--- src/rtl/pipelined_control_unit.sv ---
// pipelined_control_unit
//   ID-stage main control for the 5-stage MIPS pipeline.
//   - Decodes the ID opcode into an 11-bit control word (outDecode).
//   - Registers {control, rt} into the ID/EX latch.
//   - Detects load-use hazards, holds PC and IF/ID for LOAD_USE_STALL cycles
//     and inserts bubbles while holding.
//   - Flush kills the ID instruction and aborts any stall.
//   - Sticky outIllegal once an undefined opcode is issued into EX.
//
// Control word: [10] Jump, [9] BranchNE, [8:5] RegDst/ALUOp1/ALUOp0/ALUSrc,
//               [4:2] Branch/MemRead/MemWrite, [1:0] RegWrite/MemtoReg
//
// Ports:
//   clk            pipeline clock, rising edge
//   rst            synchronous active-low reset
//   inInstruction  instruction in IF/ID
//   inFlush        redirect from a later stage, kills the ID instruction
//   outDecode      combinational control word of inInstruction
//   outControl     registered ID/EX control word
//   outExRt        registered rt of the instruction in EX
//   outPcWrite     PC load enable
//   outIfIdWrite   IF/ID load enable
//   outStall       high while a hazard bubble is being inserted
//   outIllegal     sticky illegal-opcode flag
//
// State | meaning
// ------+-----------------------------------------------------------
// RUN   | normal issue; a detected hazard costs its first bubble here
// STALL | extra hazard bubbles, cnt counts the remaining ones down to 0

module pipelined_control_unit #(
    parameter int INST_W         = 32,
    parameter int REG_ADDR_W     = 5,
    parameter int LOAD_USE_STALL = 1
) (
    input  logic                  clk,
    input  logic                  rst,
    input  logic [INST_W-1:0]     inInstruction,
    input  logic                  inFlush,
    output logic [10:0]           outDecode,
    output logic [10:0]           outControl,
    output logic [REG_ADDR_W-1:0] outExRt,
    output logic                  outPcWrite,
    output logic                  outIfIdWrite,
    output logic                  outStall,
    output logic                  outIllegal
);

    if (LOAD_USE_STALL < 1 || LOAD_USE_STALL > 3) begin : g_bad_stall
        $error("pipelined_control_unit: LOAD_USE_STALL must be in 1..3");
    end

    localparam int RS_LSB = INST_W - 6 - REG_ADDR_W;
    localparam int RT_LSB = RS_LSB - REG_ADDR_W;

    // First hazard cycle is spent in RUN, so STALL covers the remaining ones.
    localparam logic [1:0] CNT_INIT = 2'((LOAD_USE_STALL > 1) ? (LOAD_USE_STALL - 2) : 0);

    typedef enum logic {
        RUN   = 1'b0,
        STALL = 1'b1
    } state_t;

    logic [5:0]            opcode;
    logic [REG_ADDR_W-1:0] rs;
    logic [REG_ADDR_W-1:0] rt;
    logic                  illegal_id;
    logic                  uses_rt;
    logic                  hazard;

    state_t                state;
    state_t                state_nxt;
    logic [1:0]            cnt;
    logic [1:0]            cnt_nxt;
    logic [10:0]           ctrl_nxt;
    logic [REG_ADDR_W-1:0] rt_nxt;
    logic                  ill_nxt;

    logic                  unused_low_bits;

    assign opcode = inInstruction[INST_W-1 -: 6];
    assign rs     = inInstruction[RS_LSB +: REG_ADDR_W];
    assign rt     = inInstruction[RT_LSB +: REG_ADDR_W];

    // Immediate/shamt/funct fields do not affect main control.
    assign unused_low_bits = ^inInstruction[RT_LSB-1:0];

    always_comb begin
        outDecode  = 11'h000;
        illegal_id = 1'b0;
        case (opcode)
            6'd0:                outDecode = 11'h182;
            6'd35:               outDecode = 11'h02B;
            6'd43:               outDecode = 11'h024;
            6'd4:                outDecode = 11'h050;
            6'd5:                outDecode = 11'h250;
            6'd8:                outDecode = 11'h022;
            6'd12, 6'd13, 6'd10: outDecode = 11'h0E2;
            6'd2:                outDecode = 11'h400;
            default:             illegal_id = 1'b1;
        endcase
    end

    assign uses_rt = (opcode == 6'd0) || (opcode == 6'd4) ||
                     (opcode == 6'd5) || (opcode == 6'd43);

    // outControl[3] is MemRead of the instruction in EX; $0 never creates a hazard.
    assign hazard = outControl[3] && (outExRt != '0) &&
                    ((rs == outExRt) || (uses_rt && (rt == outExRt)));

    always_comb begin
        state_nxt    = state;
        cnt_nxt      = cnt;
        ctrl_nxt     = 11'h000;
        rt_nxt       = '0;
        ill_nxt      = outIllegal;
        outPcWrite   = 1'b1;
        outIfIdWrite = 1'b1;
        outStall     = 1'b0;
        if (!rst) begin
            state_nxt = RUN;
            cnt_nxt   = 2'd0;
            ill_nxt   = 1'b0;
        end else if (inFlush) begin
            state_nxt = RUN;
            cnt_nxt   = 2'd0;
        end else begin
            case (state)
                RUN: begin
                    if (hazard) begin
                        outPcWrite   = 1'b0;
                        outIfIdWrite = 1'b0;
                        outStall     = 1'b1;
                        if (LOAD_USE_STALL > 1) begin
                            state_nxt = STALL;
                            cnt_nxt   = CNT_INIT;
                        end
                    end else begin
                        ctrl_nxt = outDecode;
                        rt_nxt   = rt;
                        if (illegal_id) begin
                            ill_nxt = 1'b1;
                        end
                    end
                end
                STALL: begin
                    outPcWrite   = 1'b0;
                    outIfIdWrite = 1'b0;
                    outStall     = 1'b1;
                    if (cnt == 2'd0) begin
                        state_nxt = RUN;
                    end else begin
                        cnt_nxt = cnt - 2'd1;
                    end
                end
                default: begin
                    state_nxt = RUN;
                    cnt_nxt   = 2'd0;
                end
            endcase
        end
    end

    always_ff @(posedge clk) begin
        if (!rst) begin
            state      <= RUN;
            cnt        <= 2'd0;
            outControl <= 11'h000;
            outExRt    <= '0;
            outIllegal <= 1'b0;
        end else begin
            state      <= state_nxt;
            cnt        <= cnt_nxt;
            outControl <= ctrl_nxt;
            outExRt    <= rt_nxt;
            outIllegal <= ill_nxt;
        end
    end

endmodule

--- config.mk ---
export PLATFORM = sky130hd
export DESIGN_NAME = pipelined_control_unit
export DESIGN_NICKNAME = d
export VERILOG_FILES = /design/src/rtl/pipelined_control_unit.sv
export SDC_FILE = /design/constraint.sdc
export NUM_CORES = 1
export LEC_CHECK = 0
export ABC_AREA = 1
export CORE_MARGIN = 2
export CORE_UTILIZATION = 32
export DETAILED_ROUTE_END_ITERATION = 16
export HOLD_SLACK_MARGIN = 0.05
export PLACE_DENSITY = 0.79
export SLEW_MARGIN = 20
export SYNTH_ARGS = -nofsm -noshare
export SYNTH_HDL_FRONTEND = slang
export SYNTH_SLANG_ARGS = --single-unit
--- constraint.sdc ---
create_clock -name clk -period 1.3 [get_ports clk]
set_input_delay 0.13 -clock clk [delete_from_list [all_inputs] [get_ports clk]]
set_output_delay 0.13 -clock clk [all_outputs]
set_load 0.02 [all_outputs]
== Word-level counts from Yosys, hierarchy flattened ==
Cells that the tools add are included.

* Register bits after elaboration: 20
* Bits in latches: 0
* Memory bits (writable): 0
* Bits in read-only memories: 0
* Input port bits: 35
* Output and inout port bits: 31
* Word-level logic and storage cells: 50
* Memories kept: 0

* Add/subtract/negate cells: 1
* Multiply operators: 0
* Divide/modulo/power cells: 0
* Order comparisons: 0
* Equality and inequality tests: 11
* Shift-type cells: 0
* Mux-type cells: 10
* Bitwise operators: 6
* Reduce and logical (&&, ||, !) cells: 17

{| class="wikitable"
|+ Operators by type and width
! operator !! number
|-
| $pmux 11 s8 || 1
|-
| $eq 6x4->1 const B || 4
|-
| $eq 6x3->1 const B || 2
|-
| $eq 6x6->1 const B || 2
|-
| $eq 5x5->1 || 2
|-
| $reduce_or 10->1 || 1
|-
| $mux 1 || 7
|-
| $eq 6x2->1 const B || 1
|-
| $logic_not 6->1 || 1
|-
| $not 1->1 || 6
|-
| $reduce_or 3->1 || 2
|-
| $reduce_bool 5->1 || 1
|-
| $logic_or 1x1->1 || 4
|-
| $pmux 1 s2 || 2
|-
| $reduce_and 4->1 || 1
|-
| $reduce_or 4->1 || 1
|-
| $logic_and 1x1->1 || 3
|-
| $logic_not 2->1 || 1
|-
| $reduce_and 2->1 || 1
|-
| $reduce_or 2->1 || 1
|-
| $sub 2x1->2 const B || 1
|}

== Logic depth before layout (Yosys ltp) ==
* Depth after elaboration: 11
* Depth in mapped cells: 12

== Worst setup path before layout ==
Ideal clock, no wire load.

* Path type: flip-flop to output port
* Start: register outExRt[3]
* End: output outPcWrite
* Data arrival time: 1789 ps
* Data required time: 1170 ps
* Setup slack: -619 ps
* Cell stages (with the launch flop): 13
* Cell sequence: dfxtp_1 -> inv_1 -> nand2_1 -> nand2_1 -> nor2_1 -> nand2_1 -> nor2_1 -> nand2_1 -> nand2_2 -> a21oi_4 -> nor2_1 -> inv_1 -> buf_4

* Longest elaborated chain between the ends: 8
* Elaborated cells between the ends (all ways): 11
* Those cells by class: eq/ne: 2; mux: 4; reduce/logical: 5

{| class="wikitable"
|+ Ends and longest elaborated chain
! item !! line !! text
|-
| start: declaration || 42 || <nowiki>output logic [REG_ADDR_W-1:0] outExRt,</nowiki>
|-
| start signal: assignment || 175 || <nowiki>outExRt <= rt_nxt;</nowiki>
|-
| $eq 5x5->1 || 109 || <nowiki>((rs == outExRt) || (uses_rt && (rt == outExRt)));</nowiki>
|-
| $logic_and 1x1->1 || 109 ||
|-
| $logic_or 1x1->1 || 109 ||
|-
| $logic_and 1x1->1 (*) || 108 || <nowiki>assign hazard = outControl[3] && (outExRt != '0) &&</nowiki>
|-
| $mux 1 (*) || n/a ||
|-
| $pmux 1 s2 (*) || n/a ||
|-
| $mux 1 (*) (2 in series) || n/a ||
|-
| end: declaration || 43 || <nowiki>output logic outPcWrite,</nowiki>
|}

Every way passes the cells marked *; elsewhere a longest branch is shown, timed or not.

== Worst setup path in the final report ==
* Start: register outExRt[4]
* End: output outIfIdWrite

* Longest elaborated chain between the ends: 8
* Elaborated cells between the ends (all ways): 11
* Those cells by class: eq/ne: 2; mux: 4; reduce/logical: 5

{| class="wikitable"
|+ Ends and longest elaborated chain
! item !! line !! text
|-
| $eq 5x5->1 || 109 ||
|-
| $logic_and 1x1->1 || 109 ||
|-
| $logic_or 1x1->1 || 109 ||
|-
| $logic_and 1x1->1 (*) || 108 ||
|-
| $mux 1 (*) || 130 || <nowiki>if (hazard) begin</nowiki>
|-
| $pmux 1 s2 (*) || 128 || <nowiki>case (state)</nowiki>
|-
| $mux 1 (*) || 124 || <nowiki>end else if (inFlush) begin</nowiki>
|-
| $mux 1 (*) || 120 || <nowiki>if (!rst) begin</nowiki>
|-
| end: declaration || 44 || <nowiki>output logic outIfIdWrite,</nowiki>
|}

Marked as above.

==> impl_metrics.toml <==
[outcome]
status = "finished, violations left"
failed_checks = "negative setup slack"

[sta]
min_period_over_period_pct = 132
fin_ws_ps = -412
hold_slack_ps = 242
fmax_mhz = 584
skew_ps = 0.677
maxSlewViolCount = 0
tightest_slew_ps = 222
period_needed_ps = 1710
setup_viol = 19
max_slew_margin_pct = 85.3
rsz0062_at_grt = "yes"
hold_viol_final = 0

[yosys]
syn-cell-area_um2 = 993
ys_types = 19
yosysWarnings = 0
synthCells = 143
syn-num-nets = 179
syn_area_per_cell_um2 = 6.95
ys_seq_elements = 19
ys_seq_area_share_pct = 38.3

[finish]
fill_cells = 269
drive_above_1_share_pct = 45.4
multi_input_area_um2 = 572
area_delta_synth_final_pct = 95.5
nets = 275
seq_area_um2 = 394
n_antenna_cell = 0
utilization_pct = 64.7

[worst_hold_path]
hp-class = "input port to flop"

[grt]
globalRouteTotalUtil_pct = 16.7
grt-ovfl-total = 0
first_global_vias = 1108
grt_start_max_net_pins = 16
grt_pass1_wl_um = 4460
antenna_found_initial = 0

[floorplanning]
io_pins = 66
start_util_pct = 33.1
die_y_um = 59.7
dieArea_um2 = 3570
rows = 20
chipWidth_um = 59.7
core_area_um2 = 3000

[route]
drcViolationCount = 0
viasPerCell = 4.45
routedWlPerCell_um = 11.5
routed-via-count = 1205
drt_iter0_markers = 22
first_pass_iters = 4
drt.antenna.violating_nets = 0
wl_um = 3120

[clock_network]
clkSlewWorstSetupHoldPaths_ps = 100
htreeDepth = 1
cts_sinks = 19
cts_buffers = 3
cts.path.max_buffers = 2
cts_root_buffer = "clkbuf_4"
cts_tree = "done"
worstSkewPairLatency_ps = 300

[power]
power_frac_seq_pct = 49.0
p_sw_w = 0.000344
combinationalPowerShare_pct = 26.6
swShare_pct = 28.1
intPower_w = 0.000880
p_clk_share_pct = 24.4
p_leak_nw = 1.06
p_per_area_nw_per_um2 = 631
peakVddDrop_mv = 0.398

[setup_path]
critPathCaptureType = "output pin"
cp.required_ps = 1170
path_class = "flop to output pin"
crit_path_start_kind = "flop"
cp.arrival_ps = 1580
crit_fanout = 4

[run]
cap_violations = 0

[placed_design]
globalplace.congestion = 0.896
place.port_buffers = 49
dp_hpwl_um = 2070
## cell type report
| type | instances | area share [%] |
|---|---|---|
| timing repair buffer | 94 | 39.8 |
| multi-input combinational | 86 | 29.4 |
| sequential | 19 | 20.3 |
| inverter | 35 | 7.02 |
| tap | 33 | 2.13 |
| clock buffer | 4 | 1.35 |
## metrics by stage
step                setup WS (ps)  TNS, ps  total power [W]  cell area [µm²]  instances
finish                       -412    -3160          0.00122             1940        271
global route                 -527    -4810          0.00129             1940        271
CTS                          -403    -3380          0.00120             1850        268
detailed placement           -935   -19280         0.000893             1750        252
global placement             -899   -18400         0.000889             1750        252
floorplan                    -160     -184         0.000731             1030        143
## cells by family (layout without fill, tap and decap cells)
group | after synthesis | in the layout | synth area share, %
AO/OA/AOI/OAI | 7 | 7 | 4.66
XOR/XNOR | 6 | 6 | 5.29
adder cells (fa/ha/maj) | 1 | 1 | 1.26
buffers and inverters | 39 | 133 | 17.0
flip-flops | 19 | 19 | 38.3
AND/OR/NAND/NOR | 71 | 72 | 33.5
## state kept, by name, summed over array words and instances (netlist names)
register    count
outControl     10
outExRt         5
cnt             2
outIllegal      1
state           1
## critical path, stage by stage (launching register included)
cell and delay [ps]:
dfxtp_4 370, buf_4 140, xnor2_1 140, nand4_1 140
nand2_2 130, a21oi_4 70, nor2_4 130, inv_4 50
buf_6 120
## power groups by stage
stage                     Sequential, W  Combinational (W)  Clock, W
after floorplan                0.000627           0.000104         0
after global placement         0.000614           0.000275         0
after detailed placement       0.000615           0.000278         0
after CTS                      0.000600           0.000293  0.000306
after global routing           0.000602           0.000352  0.000333
final                          0.000600           0.000326  0.000299
## synthesized netlist by cell type
| cell | number | share of area, % |
|---|---|---|
| xnor2_1 | 4 | 3.5 |
| nand4_1 | 4 | 2.5 |
| xor2_1 | 2 | 1.8 |
| nand2_4 | 1 | 1.1 |
| a21oi_1 | 3 | 1.5 |
| nor3_1 | 2 | 1.0 |
| ha_1 | 1 | 1.3 |
| buf_4 | 3 | 2.3 |
| buf_8 | 1 | 1.5 |
| nor2_2 | 10 | 6.3 |
| nand2_2 | 1 | 0.63 |
| a21oi_4 | 1 | 1.6 |
| inv_1 | 35 | 13 |
| nand2_1 | 19 | 7.2 |
| dfxtp_1 | 19 | 38 |
| nand3_1 | 8 | 4.0 |
| o21ai_0 | 3 | 1.5 |
| nand4_2 | 1 | 1.3 |
| nor2_1 | 25 | 9.4 |
## path summary, 6_finish.rpt
check               startpoint             to  slack [ps]  cells after the start
max                 outExRt[4]   outIfIdWrite        -410                      8
min          inInstruction[30]  outControl[9]         240                      5
max reg2reg         outExRt[4]  outControl[7]        -140                      8
min reg2reg         outIllegal     outIllegal         460                      2
## layer usage
layer / track usage (%) / part of all wire (%) / vias up / wire length, µm
met1: 17.0 / 40 / 538 / 1260
li1: - / - / 615 / -
met2: 31.7 / 51 / 48 / 1600
met4: 5.40 / 0.87 / 0 / 27
met5: 0 / 0 / - / 0
met3: 5.19 / 7.3 / 4 / 227
## repair_timing
action / 4_1_cts / 5_1_grt
gates resized for setup: 105 / 28
hold buffers: 0 / 0
setup buffers: 12 / 2
endpoints found under the setup margin: 47 / 25
pin swaps: 11 / 16
cloned: 0 / 1
## cells in the final DEF (no fill, tap or decap), types with 2 or more instances in the layout
cell,Yosys,routed
dfxtp_1,19,14
inv_1,35,29
o21ai_0,3,2
buf_6,0,9
nor2_1,25,16
a21oi_1,3,3
nand2_1,19,16
nor2_4,0,5
nand2_8,0,2
nand2_2,1,3
xnor2_1,4,4
dlygate4sd2_1,0,20
nor2_2,10,14
nand3_1,8,5
dfxtp_2,0,2
dfxtp_4,0,3
inv_4,0,2
nand3_2,0,2
inv_2,0,4
nand4_1,4,4
buf_4,3,44
clkbuf_4,0,3
clkdlybuf4s50_1,0,12
xor2_1,2,2
buf_2,0,8
Note: power is estimated with default switching activity, not from simulation.
